## config.mk

```make
export PLATFORM = sky130hd
export DESIGN_NAME = hazard_ctrl_flat
export DESIGN_NICKNAME = d
export VERILOG_FILES = /design/src/rtl/hazard_ctrl_if.sv /design/src/rtl/hazard_ctrl.sv /design/src/flat_wrapper.sv
export SDC_FILE = /design/constraint.sdc
export NUM_CORES = 1
export LEC_CHECK = 0
export BUFFER_PORTS_ARGS = -buffer_cell sky130_fd_sc_hd__clkbuf_2
export CORE_MARGIN = 1.5
export CORE_UTILIZATION = 35
export CTS_CLUSTER_DIAMETER = 200
export DETAILED_ROUTE_END_ITERATION = 10
export PLACE_DENSITY_LB_ADDON = 0.25
export REMOVE_ABC_BUFFERS = 1
export SLEW_MARGIN = 20
export SYNTH_ARGS = -nofsm -noshare
export SYNTH_HDL_FRONTEND = slang
export SYNTH_SLANG_ARGS = --single-unit
```

## constraint.sdc

```tcl
create_clock -name clk -period 3 [get_ports clk]
set_input_delay 0.6 -clock clk [delete_from_list [all_inputs] [get_ports clk]]
set_output_delay 0.6 -clock clk [all_outputs]
set_load 0.03 [all_outputs]
```

## src/rtl/hazard_ctrl_if.sv

```systemverilog
// Decode-side hazard controller bundle.
// The pipeline (master) drives the ID/EX/MEM hazard inputs; the controller (slave) drives the stall and flush controls.
interface hazard_ctrl_if #(
    parameter int REG_AW = 5,
    parameter int CNT_W  = 16
);
    logic [REG_AW-1:0] id_rs1_i;
    logic [REG_AW-1:0] id_rs2_i;
    logic              id_rs1_used_i;
    logic              id_rs2_used_i;
    logic [REG_AW-1:0] ex_wa_i;
    logic              ex_we_i;
    logic              ex_ld_i;
    logic [REG_AW-1:0] mem_wa_i;
    logic              mem_we_i;
    logic              mem_ld_i;
    logic              ex_br_taken_i;
    logic              stall_from_ld_2clk_o;
    logic              stall_from_ld_1clk_o;
    logic              flush_o;
    logic              hold_o;
    logic [CNT_W-1:0]  stall_cnt_o;
    logic [CNT_W-1:0]  flush_cnt_o;

    modport master (
        output id_rs1_i, id_rs2_i, id_rs1_used_i, id_rs2_used_i,
        output ex_wa_i, ex_we_i, ex_ld_i,
        output mem_wa_i, mem_we_i, mem_ld_i,
        output ex_br_taken_i,
        input  stall_from_ld_2clk_o, stall_from_ld_1clk_o,
        input  flush_o, hold_o, stall_cnt_o, flush_cnt_o
    );

    modport slave (
        input  id_rs1_i, id_rs2_i, id_rs1_used_i, id_rs2_used_i,
        input  ex_wa_i, ex_we_i, ex_ld_i,
        input  mem_wa_i, mem_we_i, mem_ld_i,
        input  ex_br_taken_i,
        output stall_from_ld_2clk_o, stall_from_ld_1clk_o,
        output flush_o, hold_o, stall_cnt_o, flush_cnt_o
    );
endinterface

```

## src/rtl/hazard_ctrl.sv

```systemverilog
// Load-use stall and taken-branch flush controller for the decode->execute boundary.
// Define HAZARD_CTRL_PERF_EN to build the saturating stall/flush performance counters.
module hazard_ctrl #(
    parameter int REG_AW = 5,
    parameter int CNT_W  = 16
) (
    input logic       clk,
    input logic       rst,
    hazard_ctrl_if.slave bus
);
    typedef enum logic {
        IDLE  = 1'b0,
        WAIT1 = 1'b1
    } state_t;

    state_t state_q;
    state_t state_d;

    logic [REG_AW-1:0] rs1;
    logic [REG_AW-1:0] rs2;
    logic [REG_AW-1:0] ex_wa;
    logic [REG_AW-1:0] mem_wa;
    logic              ex_hzd;
    logic              mem_hzd;
    logic              stall_2;
    logic              stall_1;
    logic              flush;

    assign rs1    = bus.id_rs1_i;
    assign rs2    = bus.id_rs2_i;
    assign ex_wa  = bus.ex_wa_i;
    assign mem_wa = bus.mem_wa_i;

    // x0 is hardwired zero, so a load targeting it never creates a dependency
    assign ex_hzd = bus.ex_we_i && (ex_wa != '0) &&
                    ((bus.id_rs1_used_i && (rs1 == ex_wa)) ||
                     (bus.id_rs2_used_i && (rs2 == ex_wa)));

    assign mem_hzd = bus.mem_we_i && (mem_wa != '0) &&
                     ((bus.id_rs1_used_i && (rs1 == mem_wa)) ||
                      (bus.id_rs2_used_i && (rs2 == mem_wa)));

    always_ff @(posedge clk) begin
        if (rst) begin
            state_q <= IDLE;
        end else begin
            state_q <= state_d;
        end
    end

    always_comb begin
        state_d = state_q;
        stall_2 = 1'b0;
        stall_1 = 1'b0;
        flush   = 1'b0;
        if (rst) begin
            state_d = IDLE;
        end else begin
            unique case (state_q)
                IDLE: begin
                    // The ID instruction is wrong-path on a taken branch, so flush wins
                    if (bus.ex_br_taken_i) begin
                        flush = 1'b1;
                    end else if (bus.ex_ld_i && ex_hzd) begin
                        stall_2 = 1'b1;
                        state_d = WAIT1;
                    end else if (bus.mem_ld_i && mem_hzd) begin
                        stall_1 = 1'b1;
                    end
                end
                WAIT1: begin
                    // EX holds a bubble here, so a branch cannot be resolving
                    stall_1 = 1'b1;
                    state_d = IDLE;
                end
                default: begin
                    state_d = IDLE;
                end
            endcase
        end
    end

    assign bus.stall_from_ld_2clk_o = stall_2;
    assign bus.stall_from_ld_1clk_o = stall_1;
    assign bus.flush_o              = flush;
    assign bus.hold_o               = (stall_2 | stall_1) & ~flush;

`ifdef HAZARD_CTRL_PERF_EN
    localparam logic [CNT_W-1:0] CNT_ONE = CNT_W'(1);

    logic [CNT_W-1:0] stall_cnt_q;
    logic [CNT_W-1:0] flush_cnt_q;

    always_ff @(posedge clk) begin
        if (rst) begin
            stall_cnt_q <= '0;
            flush_cnt_q <= '0;
        end else begin
            if (bus.hold_o && (stall_cnt_q != '1)) begin
                stall_cnt_q <= stall_cnt_q + CNT_ONE;
            end
            if (flush && (flush_cnt_q != '1)) begin
                flush_cnt_q <= flush_cnt_q + CNT_ONE;
            end
        end
    end

    assign bus.stall_cnt_o = stall_cnt_q;
    assign bus.flush_cnt_o = flush_cnt_q;
`else
    assign bus.stall_cnt_o = {CNT_W{1'b0}};
    assign bus.flush_cnt_o = {CNT_W{1'b0}};
`endif

endmodule

```

## src/flat_wrapper.sv

```systemverilog
// flat-port wrapper written by rule: the top's interface ports become plain ports
module hazard_ctrl_flat 
#(
    parameter int REG_AW = 5,
    parameter int CNT_W  = 16
)
  (clk, rst, bus_id_rs1_i, bus_id_rs2_i, bus_id_rs1_used_i, bus_id_rs2_used_i, bus_ex_wa_i, bus_ex_we_i, bus_ex_ld_i, bus_mem_wa_i, bus_mem_we_i, bus_mem_ld_i, bus_ex_br_taken_i, bus_stall_from_ld_2clk_o, bus_stall_from_ld_1clk_o, bus_flush_o, bus_hold_o, bus_stall_cnt_o, bus_flush_cnt_o);
  hazard_ctrl_if #(.REG_AW(REG_AW), .CNT_W(CNT_W)) bus_i ();
  input logic clk;
  input logic rst;
  input wire logic [$bits(bus_i.id_rs1_i)-1:0] bus_id_rs1_i;
  input wire logic [$bits(bus_i.id_rs2_i)-1:0] bus_id_rs2_i;
  input wire logic [$bits(bus_i.id_rs1_used_i)-1:0] bus_id_rs1_used_i;
  input wire logic [$bits(bus_i.id_rs2_used_i)-1:0] bus_id_rs2_used_i;
  input wire logic [$bits(bus_i.ex_wa_i)-1:0] bus_ex_wa_i;
  input wire logic [$bits(bus_i.ex_we_i)-1:0] bus_ex_we_i;
  input wire logic [$bits(bus_i.ex_ld_i)-1:0] bus_ex_ld_i;
  input wire logic [$bits(bus_i.mem_wa_i)-1:0] bus_mem_wa_i;
  input wire logic [$bits(bus_i.mem_we_i)-1:0] bus_mem_we_i;
  input wire logic [$bits(bus_i.mem_ld_i)-1:0] bus_mem_ld_i;
  input wire logic [$bits(bus_i.ex_br_taken_i)-1:0] bus_ex_br_taken_i;
  output wire logic [$bits(bus_i.stall_from_ld_2clk_o)-1:0] bus_stall_from_ld_2clk_o;
  output wire logic [$bits(bus_i.stall_from_ld_1clk_o)-1:0] bus_stall_from_ld_1clk_o;
  output wire logic [$bits(bus_i.flush_o)-1:0] bus_flush_o;
  output wire logic [$bits(bus_i.hold_o)-1:0] bus_hold_o;
  output wire logic [$bits(bus_i.stall_cnt_o)-1:0] bus_stall_cnt_o;
  output wire logic [$bits(bus_i.flush_cnt_o)-1:0] bus_flush_cnt_o;
  assign bus_i.id_rs1_i = bus_id_rs1_i;
  assign bus_i.id_rs2_i = bus_id_rs2_i;
  assign bus_i.id_rs1_used_i = bus_id_rs1_used_i;
  assign bus_i.id_rs2_used_i = bus_id_rs2_used_i;
  assign bus_i.ex_wa_i = bus_ex_wa_i;
  assign bus_i.ex_we_i = bus_ex_we_i;
  assign bus_i.ex_ld_i = bus_ex_ld_i;
  assign bus_i.mem_wa_i = bus_mem_wa_i;
  assign bus_i.mem_we_i = bus_mem_we_i;
  assign bus_i.mem_ld_i = bus_mem_ld_i;
  assign bus_i.ex_br_taken_i = bus_ex_br_taken_i;
  assign bus_stall_from_ld_2clk_o = bus_i.stall_from_ld_2clk_o;
  assign bus_stall_from_ld_1clk_o = bus_i.stall_from_ld_1clk_o;
  assign bus_flush_o = bus_i.flush_o;
  assign bus_hold_o = bus_i.hold_o;
  assign bus_stall_cnt_o = bus_i.stall_cnt_o;
  assign bus_flush_cnt_o = bus_i.flush_cnt_o;
  hazard_ctrl #(.REG_AW(REG_AW), .CNT_W(CNT_W)) u_core (.clk(clk), .rst(rst), .bus(bus_i));
endmodule
```

* Word level (Yosys, flattened, before mapping) *
Cells that the tools add are included.

storage, ports and cells
  bits in registers = 1
  input bits = 29
  output and inout bits = 36
  word-level logic and storage cells = 36

cells by class
  equality and inequality tests = 4
  multiplexer cells = 13
  bitwise logic cells = 4
  reduce and logical (&&, ||, !) cells = 14

operators with widths
  operator           number
  $eq 5x5->1         4
  $mux 1             11
  $logic_and 1x1->1  10
  $reduce_bool 5->1  2
  $pmux 1 s2         2
  $logic_or 1x1->1   2
  $not 1->1          2
  $and 1x1->1        1
  $or 1x1->1         1

* Longest topological paths before layout *
Gate-level depths: netlist of run 1.

  depth in word-level cells = 12
  depth in mapped cells = 5
  mapped depth without buffers = 5

* Worst setup path after synthesis of run 1 *
No wires, ideal clock.

  path kind = in2out
  start = in bus_ex_wa_i[1]
  end = out bus_hold_o
  arrival = 1.875 ns
  data required time = 2.400 ns
  path slack = 0.525 ns
  stages on the path = 4
  path buffers = 0
  cell sequence = or3_1 o311a_1 a221o_1 nand3_1

on the way
  word-level cells in the longest chain between the ends = 11
  elaborated cells on any way between the ends = 19
  classes of those cells = 2 x eq/ne; 8 x mux; 2 x bitwise; 7 x reduce/logical

ends and longest elaborated chain
  what                                         RTL line                              source
  start: declaration                           flat_wrapper.sv:15                    input wire logic [$bits(bus_i.ex_wa_i)-1:0] bus_ex_wa_i;
  $eq 5x5->1, on equally long branches         hazard_ctrl.sv:36, hazard_ctrl.sv:37
  $logic_and 1x1->1, on equally long branches  hazard_ctrl.sv:36, hazard_ctrl.sv:37
  $logic_or 1x1->1                             hazard_ctrl.sv:36                     ((bus.id_rs1_used_i && (rs1 == ex_wa)) ||
  $logic_and 1x1->1 (*)                        hazard_ctrl.sv:35                     assign ex_hzd = bus.ex_we_i && (ex_wa != '0) &&
  $logic_and 1x1->1 (*)                        hazard_ctrl.sv:64                     end else if (bus.ex_ld_i && ex_hzd) begin
  $mux 1                                       hazard_ctrl.sv:64
  $mux 1                                       hazard_ctrl.sv:62                     if (bus.ex_br_taken_i) begin
  $pmux 1 s2 or $mux 1 (tied branches)         hazard_ctrl.sv:59                     unique case (state_q)
  $mux 1                                       hazard_ctrl.sv:56                     if (rst) begin
  $or 1x1->1 (*)                               hazard_ctrl.sv:86                     assign bus.hold_o = (stall_2 | stall_1) & ~flush;
  $and 1x1->1 (*)                              hazard_ctrl.sv:86
  end: declaration                             flat_wrapper.sv:25                    output wire logic [$bits(bus_i.hold_o)-1:0] bus_hold_o;

Every way passes the cells marked *; elsewhere a longest branch is shown, timed or not.

* Worst setup path after layout of run 1 *
Ends and elaborated chain as after synthesis.

==> flow_summary_export.csv, run 1 <==
group,metric,value,unit
status,status,"finished clean",
floorplan,io_pins,65,
worst_setup_path,worstSetupPathType,"input port to output port",
placed_design,gp_congestion,0.763,
finish,drive_gt1_share,29.9,%
sta,tns,0,ns
power,leakage,0.348,nW
floorplan,core,0.00151,mm^2
sta,worst_hold_slack,0.451,ns
worst_setup_path,cp.required,2.40,ns
sta,fin_crit_sh,89.1,%
worst_setup_path,critPathCaptureType,"output port",
clock_tree,cts_hold_buf,0,
finish,final_cell_count_no_fill,123,
clock_tree,cts_resized,0,
sta,finClkSkew,0,ns
route,first_pass_iters,2,
clock_tree,post_cts_buffers,0,
worst_setup_path,cp_slowest_cell,"or3_1",
floorplan,initial_utilization,37.8,%
worst_setup_path,max_stage_delay,0.37,ns
yosys,yosys-top-cells-count,"buf_4 (32), xnor2_1 (12), xor2_1 (8)",
power,powerDensity,202,mW/mm^2
finish,n_antenna_cell,0,
flow_run,drv_cap,0,
yosys,synth_cell_types,18,
worst_setup_path,cp-start-kind,"input port",
finish,multi_input_area,425,um^2
clock_tree,clk_pin_slew_worst_paths,0,ns
placed_design,placed_area,626,um^2
finish,regArea,20.0,um^2
worst_setup_path,crit_path_frequent_cell,"clkbuf_2",
placed_design,io_buffers,32,
worst_setup_path,critPathMaxFanout,3,
worst_setup_path,critPathBufInv,2,
route,postRouteAntennaNets,0,
yosys,ys.flop_type,"dfxtp_1",
worst_setup_path,worstPathArrival,2.07,ns
clock_tree,worstSkewPairLatency,0,ns
sta,slew_violations,0,
global_routing,grt_pass1_wl,1.64,mm
yosys,syn_avg_cell_area,7.49,um^2
finish,largest_reg_flops,1,
floorplan,rows,14,
finish,final_util,41.5,%
floorplan,die_y,43.3,um
finish,top_register,"u_core.state_q",
finish,area_growth,9.89,%
sta,max_freq,0.374,GHz
hold_path,worstHoldPathType,"flip-flop to flip-flop",
route,wire_per_inst,8.46,um
placed_design,hpwl,1.02,mm
global_routing,grt_pass1_vias,412,
floorplan,dieWidth,43.3,um
placed_design,place_inst,123,
yosys,synth_edf_count,0,
yosys,synth.largest_area_cell,"buf_4",
yosys,synthArstFlopShare,0,%
yosys,synth_area,569,um^2
finish,reg.largest.list,"u_core.state_q (1)",
worst_setup_path,crit_chain,"clkbuf_2, or3_1, o311a_1, a221o_1, nand3_1, clkbuf_2",
yosys,ys_seq_elements,1,
yosys,seq_area_frac_synth,3.52,%
sta,setup_violations,0,
route,routed_wl,1.04,mm
yosys,synth_most_common_cell,"buf_4",
global_routing,track_usage,10.8,%
worst_setup_path,critical-path-top-delay-family,"compound AO/OA/AOI/OAI gates",
global_routing,overflow,0,
finish,layout.nets,138,
route,first_iter_violations,1,
global_routing,grt_max_degree,5,
sta,finalCriticalPeriod,2.67,ns
route,vias_per_cell,4.06,
global_routing,antenna_found_initial,0,
route,vias,499,
floorplan,fp.dieArea,0.00188,mm^2
route,drc,0,
sta,finalHoldViolCount,0,
finish,final_area,626,um^2
yosys,synth_cells,76,
yosys,yosysTopAreaCellShare,42.2,%
yosys,yosys-top-cells-area,"buf_4 (42%), xnor2_1 (18%), xor2_1 (12%)",
yosys,ys.warnings.count,0,
power,ir_drop,0.0000598,V
sta,rsz0062_at_grt,"no",
finish,fill_cells,167,
[area by class of cell]
type                            count  share of cell area [%]
Tap cell                           16                    3.20
Sequential cell                     1                    3.20
Timing Repair Buffer               32                    25.6
Multi-Input combinational cell     74                    68.0
[layer usage]
layer	share of wire, %	GRT usage [%]	routed length, um	up-vias
li1	-	-	-	253
met1	41	15.0	425	203
met2	43	18.5	450	43
met3	16	2.08	165	0
met4	0	0	0	0
met5	0	0	0	-
[report_power, final]
group / total [mW] / internal [mW] / switching [mW]
logic: 0.113 / 0.0322 / 0.0808
registers: 0.0136 / 0.0136 / 0.0000361
clock network: 0 / 0 / 0
[cells by family (layout without fill, tap and decap cells)]
logic type	count (synthesis)	in the layout	synth area share, %
AO/OA/AOI/OAI	4	4	6.15
XOR/XNOR	20	20	30.8
AND/OR/NAND/NOR	18	18	16.7
flip-flops	1	1	3.52
other	1	32	0.659
buffers and inverters	32	32	42.2
[stage by stage]
stage / setup slack (ns) / power, mW
5_1_grt: 0.251 / 0.136
3_3_place_gp: 0.342 / 0.126
2_1_floorplan: 0.525 / 0.0945
4_1_cts: 0.326 / 0.127
6_report: 0.328 / 0.127
3_5_place_dp: 0.329 / 0.127
[cell usage in the layout (no fill, tap or decap), drive strengths merged]
cell type / netlist / layout
a221o: 1 / 1
clkbuf: 0 / 32
conb: 1 / 32
dfxtp: 1 / 1
nand2: 3 / 3
nand2b: 1 / 1
nand3: 4 / 4
nand4: 2 / 2
nor2: 3 / 3
nor3b: 1 / 1
nor4: 2 / 2
o2111ai: 1 / 1
o22ai: 1 / 1
o311a: 1 / 1
or3: 1 / 1
or4: 1 / 1
xnor2: 12 / 12
xor2: 8 / 8
[path summary, 6_finish.rpt]
check | slack, ns | end | depth (start not counted) | from
setup / recovery | 0.33 | bus_hold_o | 6 | bus_ex_wa_i[1]
hold / removal | 0.45 | u_core.state_q$_SDFF_PP0_ | 1 | u_core.state_q$_SDFF_PP0_
setup reg to reg | 2.48 | u_core.state_q$_SDFF_PP0_ | 1 | u_core.state_q$_SDFF_PP0_
hold reg to reg | 0.45 | u_core.state_q$_SDFF_PP0_ | 1 | u_core.state_q$_SDFF_PP0_
No activity file was read; power rests on OpenSTA's default activity.
==> inputs of run 2 (changes only) <==
--- a/config.mk
+++ b/config.mk
@@ -7,7 +7,8 @@
 export LEC_CHECK = 0
 export BUFFER_PORTS_ARGS = -buffer_cell sky130_fd_sc_hd__clkbuf_2
 export CORE_MARGIN = 1.5
-export CORE_UTILIZATION = 35
+export CORE_UTILIZATION = 37
+export CTS_BUF_LIST = sky130_fd_sc_hd__clkbuf_8
 export CTS_CLUSTER_DIAMETER = 200
 export DETAILED_ROUTE_END_ITERATION = 10
 export PLACE_DENSITY_LB_ADDON = 0.25
==> constraint.sdc (replaced) <==
create_clock -name clk -period 3 [get_ports clk]
set_input_delay 0.45 -clock clk [delete_from_list [all_inputs] [get_ports clk]]
set_output_delay 0.45 -clock clk [all_outputs]
set_load 0.03 [all_outputs]
==> flow_summary_export.csv, run 2 (synthesis results as in run 1) <==
group,metric,value,unit
sta,setup_violations,0,
route,routed_wl,1.04,mm
clock_tree,worstSkewPairLatency,0,ns
finish,drive_gt1_share,29.9,%
placed_design,pre_cts_slack,0.643,ns
finish,layout.nets,138,
worst_setup_path,reg2reg_slack,2.48,ns
worst_setup_path,critPathMaxFanout,3,
route,first_pass_iters,2,
hold_path,worstHoldPathType,"flip-flop to flip-flop",
worst_setup_path,crit_chain,"clkbuf_2, or3_1, o311a_1, a221o_1, nand3_1, clkbuf_2",
sta,finClkSkew,0,ns
finish,fill_cells,152,
worst_setup_path,crit_start,"bus_ex_wa_i[1]",
worst_setup_path,worstPathArrival,1.90,ns
global_routing,use_met1,12.7,%
floorplan,dieWidth,42.2,um
flow_run,drv_cap,0,
global_routing,antenna_found_initial,0,
worst_setup_path,worstReg2RegEnd,"u_core.state_q$_SDFF_PP0_",
worst_setup_path,max_stage_delay,0.38,ns
route,drc,0,
finish,area_growth,9.67,%
power,leakage,0.348,nW
sta,fin_ws,0.651,ns
global_routing,grt_max_degree,5,
floorplan,core,0.00137,mm^2
floorplan,io_pins,65,
floorplan,initial_utilization,41.7,%
placed_design,gp_congestion,0.740,
route,vias_per_cell,4.04,
finish,regArea,20.0,um^2
worst_setup_path,crit_path_frequent_cell,"clkbuf_2",
worst_setup_path,path_depth,6,
power,power,0.127,mW
global_routing,grt_pass1_wl,1.56,mm
worst_setup_path,worstSetupEndpoint,"bus_hold_o",
sta,rsz0062_at_grt,"no",
finish,final_cell_mix,"conb_1 (32), clkbuf_2 (32), xnor2_1 (12)",
finish,final_cell_count_no_fill,122,
power,powerDensity,203,mW/mm^2
worst_setup_path,cp_slowest_cell,"or3_1",
sta,finalHoldViolCount,0,
global_routing,overflow,0,
finish,n_antenna_cell,0,
finish,largest_reg_flops,1,
clock_tree,post_cts_buffers,0,
worst_setup_path,cp-start-kind,"input port",
placed_design,place_inst,122,
sta,slew_violations,0,
power,ir_drop,0.0000849,V
floorplan,rows,13,
sta,fin_crit_sh,78.3,%
route,vias,493,
sta,tns,0,ns
global_routing,use_met2,20.6,%
route,wire_per_inst,8.55,um
global_routing,top_usage_layer,"met2",
clock_tree,clk_pin_slew_worst_paths,0,ns
worst_setup_path,cp.required,2.55,ns
finish,top_register,"u_core.state_q",
worst_setup_path,critPathCaptureType,"output port",
global_routing,track_usage,10.4,%
worst_setup_path,critical-path-top-delay-family,"compound AO/OA/AOI/OAI gates",
clock_tree,cts_resized,0,
sta,finalCriticalPeriod,2.35,ns
status,status,"finished clean",
floorplan,fp.dieArea,0.00178,mm^2
sta,max_freq,0.426,GHz
worst_setup_path,worstRegToRegCells,1,
finish,multi_input_area,425,um^2
worst_setup_path,worstSetupPathType,"input port to output port",
route,first_iter_violations,6,
finish,reg.largest.list,"u_core.state_q (1)",
worst_setup_path,critPathBufInv,2,
floorplan,die_y,42.2,um
placed_design,hpwl,1.01,mm
global_routing,grt_pass1_vias,395,
clock_tree,cts_hold_buf,0,
global_routing,use_met3,0.431,%
placed_design,io_buffers,32,
route,postRouteAntennaNets,0,
worst_setup_path,rr_startpoint,"u_core.state_q$_SDFF_PP0_",
-- run 2: cell counts in the layout (fill, tap and decap cells not counted) --
Identical to the previous run, type by type.
-- run 2: layer usage --
layer	up-vias	wire, um
met5	-	0
met4	0	0
met3	0	120
met2	37	535
met1	202	387
li1	254	-
-- run 2: layout make-up --
cell class	instances	area share, %
Sequential cell	1	3.21
Timing Repair Buffer	32	25.7
Multi-Input combinational cell	74	68.1
Tap cell	15	3.01
-- run 2: how the worst min path moves through the flow --
stage | startpoint | to | depth (start not counted) | slack (ns)
global route | u_core.state_q$_SDFF_PP0_ | u_core.state_q$_SDFF_PP0_ | 1 | 0.49
global placement | u_core.state_q$_SDFF_PP0_ | u_core.state_q$_SDFF_PP0_ | 1 | 0.45
floorplan | u_core.state_q$_SDFF_PP0_ | u_core.state_q$_SDFF_PP0_ | 1 | 0.43
CTS | u_core.state_q$_SDFF_PP0_ | u_core.state_q$_SDFF_PP0_ | 1 | 0.45
detailed placement | u_core.state_q$_SDFF_PP0_ | u_core.state_q$_SDFF_PP0_ | 1 | 0.45
finish | u_core.state_q$_SDFF_PP0_ | u_core.state_q$_SDFF_PP0_ | 1 | 0.45
-- run 2: per-stage QoR --
stage	hold WS (ns)	util, %	instance area [um^2]
2_1_floorplan	0.427	-	445
3_3_place_gp	0.446	45.7	624
3_5_place_dp	0.453	45.7	624
4_1_cts	0.452	45.7	624
5_1_grt	0.491	45.7	624
6_report	0.449	45.7	624
-- run 2: where the power goes --
| part | internal, mW | switching, mW | leakage [nW] |
|---|---|---|---|
| Combinational | 0.0322 | 0.0812 | 0.339 |
| Clock | 0 | 0 | 0 |
| Sequential | 0.0136 | 0.0000371 | 0.00805 |
==> inputs of run 3 (changes only) <==
--- a/config.mk
+++ b/config.mk
@@ -5,9 +5,10 @@
 export SDC_FILE = /design/constraint.sdc
 export NUM_CORES = 1
 export LEC_CHECK = 0
+export ABC_AREA = 1
 export BUFFER_PORTS_ARGS = -buffer_cell sky130_fd_sc_hd__clkbuf_2
 export CORE_MARGIN = 1.5
-export CORE_UTILIZATION = 37
+export CORE_UTILIZATION = 35
 export CTS_BUF_LIST = sky130_fd_sc_hd__clkbuf_8
 export CTS_CLUSTER_DIAMETER = 200
 export DETAILED_ROUTE_END_ITERATION = 10
==> constraint.sdc (replaced) <==
create_clock -name clk -period 2 [get_ports clk]
set_input_delay 0.3 -clock clk [delete_from_list [all_inputs] [get_ports clk]]
set_output_delay 0.3 -clock clk [all_outputs]
set_load 0.03 [all_outputs]
==> flow_summary_export.csv, run 3 <==
group,metric,value,unit
status,status,"finished clean",
placed_design,hpwl,1.34,mm
floorplan,die_y,48.4,um
worst_setup_path,critPathMaxFanout,3,
yosys,syn_avg_cell_area,5.00,um^2
worst_setup_path,reg2reg_slack,1.40,ns
placed_design,io_buffers,32,
yosys,ys_seq_elements,1,
route,vias_per_cell,3.85,
hold_path,hold_depth,3,
worst_setup_path,worstSetupEndpoint,"bus_hold_o",
route,first_pass_iters,4,
worst_setup_path,cp.required,1.70,ns
finish,final_cell_mix,"nand2_1 (44), conb_1 (32), clkbuf_2 (32)",
floorplan,dieWidth,48.4,um
worst_setup_path,cp_slowest_cell,"clkbuf_2",
placed_design,gp_congestion,0.802,
worst_setup_path,worstRegToRegCells,3,
route,vias,777,
sta,setup_violations,0,
worst_setup_path,crit_path_frequent_cell,"nand2_1",
floorplan,fp.dieArea,0.00234,mm^2
finish,top_register,"u_core.state_q",
power,ir_drop,0.000106,V
finish,multi_input_area,475,um^2
placed_design,place_inst,202,
sta,max_freq,0.602,GHz
finish,largest_reg_flops,1,
yosys,synth.largest_area_cell,"buf_4",
global_routing,overflow,0,
worst_setup_path,max_stage_delay,0.19,ns
placed_design,placed_area,791,um^2
yosys,synth_most_common_cell,"nand2_1",
route,routed_wl,1.47,mm
power,leakage,0.587,nW
finish,final_util,40.7,%
sta,tns,0,ns
yosys,yosys-top-cells-area,"buf_4 (33%), nand2_1 (23%), inv_1 (10%)",
worst_setup_path,rr_startpoint,"u_core.state_q$_SDFF_PP0_",
clock_tree,cts_hold_buf,0,
yosys,yosysTopAreaCellShare,33.3,%
yosys,synth_cells,144,
sta,fin_crit_sh,83.1,%
worst_setup_path,worstReg2RegEnd,"u_core.state_q$_SDFF_PP0_",
flow_run,drv_cap,0,
global_routing,grt_max_degree,6,
route,wire_per_inst,7.27,um
yosys,seq_area_frac_synth,2.78,%
yosys,synth_area,721,um^2
clock_tree,worstSkewPairLatency,0,ns
worst_setup_path,crit_chain,"clkbuf_2, inv_1, nand2_1, o21ai_1, nor2_1, nand3_1, nand2_1, nand2_2, nor2_2, nand3_2, nand2_1, clkbuf_2",
power,powerDensity,262,mW/mm^2
finish,final_cell_count_no_fill,202,
finish,area_growth,9.72,%
hold_path,hold_start,"u_core.state_q$_SDFF_PP0_",
floorplan,io_pins,65,
finish,n_antenna_cell,0,
worst_setup_path,crit_start,"bus_ex_wa_i[3]",
route,first_iter_violations,12,
yosys,ys.flop_type,"dfxtp_1",
global_routing,grt_pass1_vias,638,
worst_setup_path,cp-start-kind,"input port",
global_routing,antenna_found_initial,0,
route,drc,0,
yosys,yosys-top-cells-count,"nand2_1 (44), buf_4 (32), inv_1 (20)",
sta,finalCriticalPeriod,1.66,ns
global_routing,grt_pass1_wl,2.55,mm
floorplan,initial_utilization,37.1,%
sta,finClkSkew,0,ns
clock_tree,cts_resized,0,
floorplan,core,0.00194,mm^2
worst_setup_path,worstPathArrival,1.36,ns
sta,worst_hold_slack,0.543,ns
floorplan,rows,16,
finish,final_common_cell,"nand2_1",
hold_path,worstHoldPathType,"flip-flop to flip-flop",
clock_tree,post_cts_buffers,0,
worst_setup_path,critPathCaptureType,"output port",
finish,final_area,791,um^2
finish,regArea,20.0,um^2
yosys,synth_edf_count,0,
yosys,ys.warnings.count,0,
route,postRouteAntennaNets,0,
finish,layout.nets,206,
yosys,synth_cell_types,17,
finish,reg.largest.list,"u_core.state_q (1)",
global_routing,track_usage,12.5,%
clock_tree,clk_pin_slew_worst_paths,0,ns
finish,fill_cells,244,
sta,finalHoldViolCount,0,
worst_setup_path,worstSetupPathType,"input port to output port",
finish,drive_gt1_share,24.6,%
sta,slew_violations,0,
yosys,synthArstFlopShare,0,%
sta,rsz0062_at_grt,"no",
## run 3: cell count changes in the layout (fill, tap and decap cells not counted), sizes merged, moves of 7 or more
cell   before  now
nand2       3   45
o21ai       0    7
xnor2      12    0
inv         0   27
nor2        3   18
xor2        8    1
## run 3: cell type report
cell class | count | area share (%)
Inverter | 27 | 12.8
Tap cell | 27 | 4.27
Timing Repair Buffer | 32 | 20.3
Sequential cell | 1 | 2.53
Multi-Input combinational cell | 115 | 60.1
## run 3: power breakdown
| group | switching [mW] | internal (mW) |
|---|---|---|
| clock | 0 | 0 |
| combinational | 0.142 | 0.0447 |
| sequential | 0.0000363 | 0.0204 |
## run 3: worst min path at each step
stage,end,slack (ns)
floorplan,u_core.state_q$_SDFF_PP0_,0.46
global placement,u_core.state_q$_SDFF_PP0_,0.53
detailed placement,u_core.state_q$_SDFF_PP0_,0.55
CTS,u_core.state_q$_SDFF_PP0_,0.55
global route,u_core.state_q$_SDFF_PP0_,0.58
finish,u_core.state_q$_SDFF_PP0_,0.54
## run 3: stage by stage
stage / worst slack (ns) / power [mW]
floorplan: 0.602 / 0.155
global placement: 0.366 / 0.204
detailed placement: 0.333 / 0.206
CTS: 0.328 / 0.206
finish: 0.338 / 0.207
global route: 0.189 / 0.226
## run 3: cells by family after synthesis
| kind of cell | count (synthesis) | synth area share [%] |
|---|---|---|
| simple gates | 74 | 42.5 |
| buf+inv | 59 | 47.4 |
| compound gates | 8 | 5.55 |
| xor+xnor | 1 | 1.22 |
| flops | 1 | 2.78 |
| other cells | 1 | 0.520 |
## run 3: per-layer routing
layer	GRT usage [%]	part of all wire, %	wire, um	up-vias
li1	-	-	-	425
met1	17.0	42	622	314
met2	22.7	49	715	38
met3	1.23	9.0	132	0
met4	0	0	0	0
met5	0	0	0	-
## run 3: critical path: cells and delay by family
kind                   cells  cell delay (ns)
AOI/OAI and AO/OA          1             0.06
and+or+nand+nor            8             0.62
buffers and inverters      3             0.37
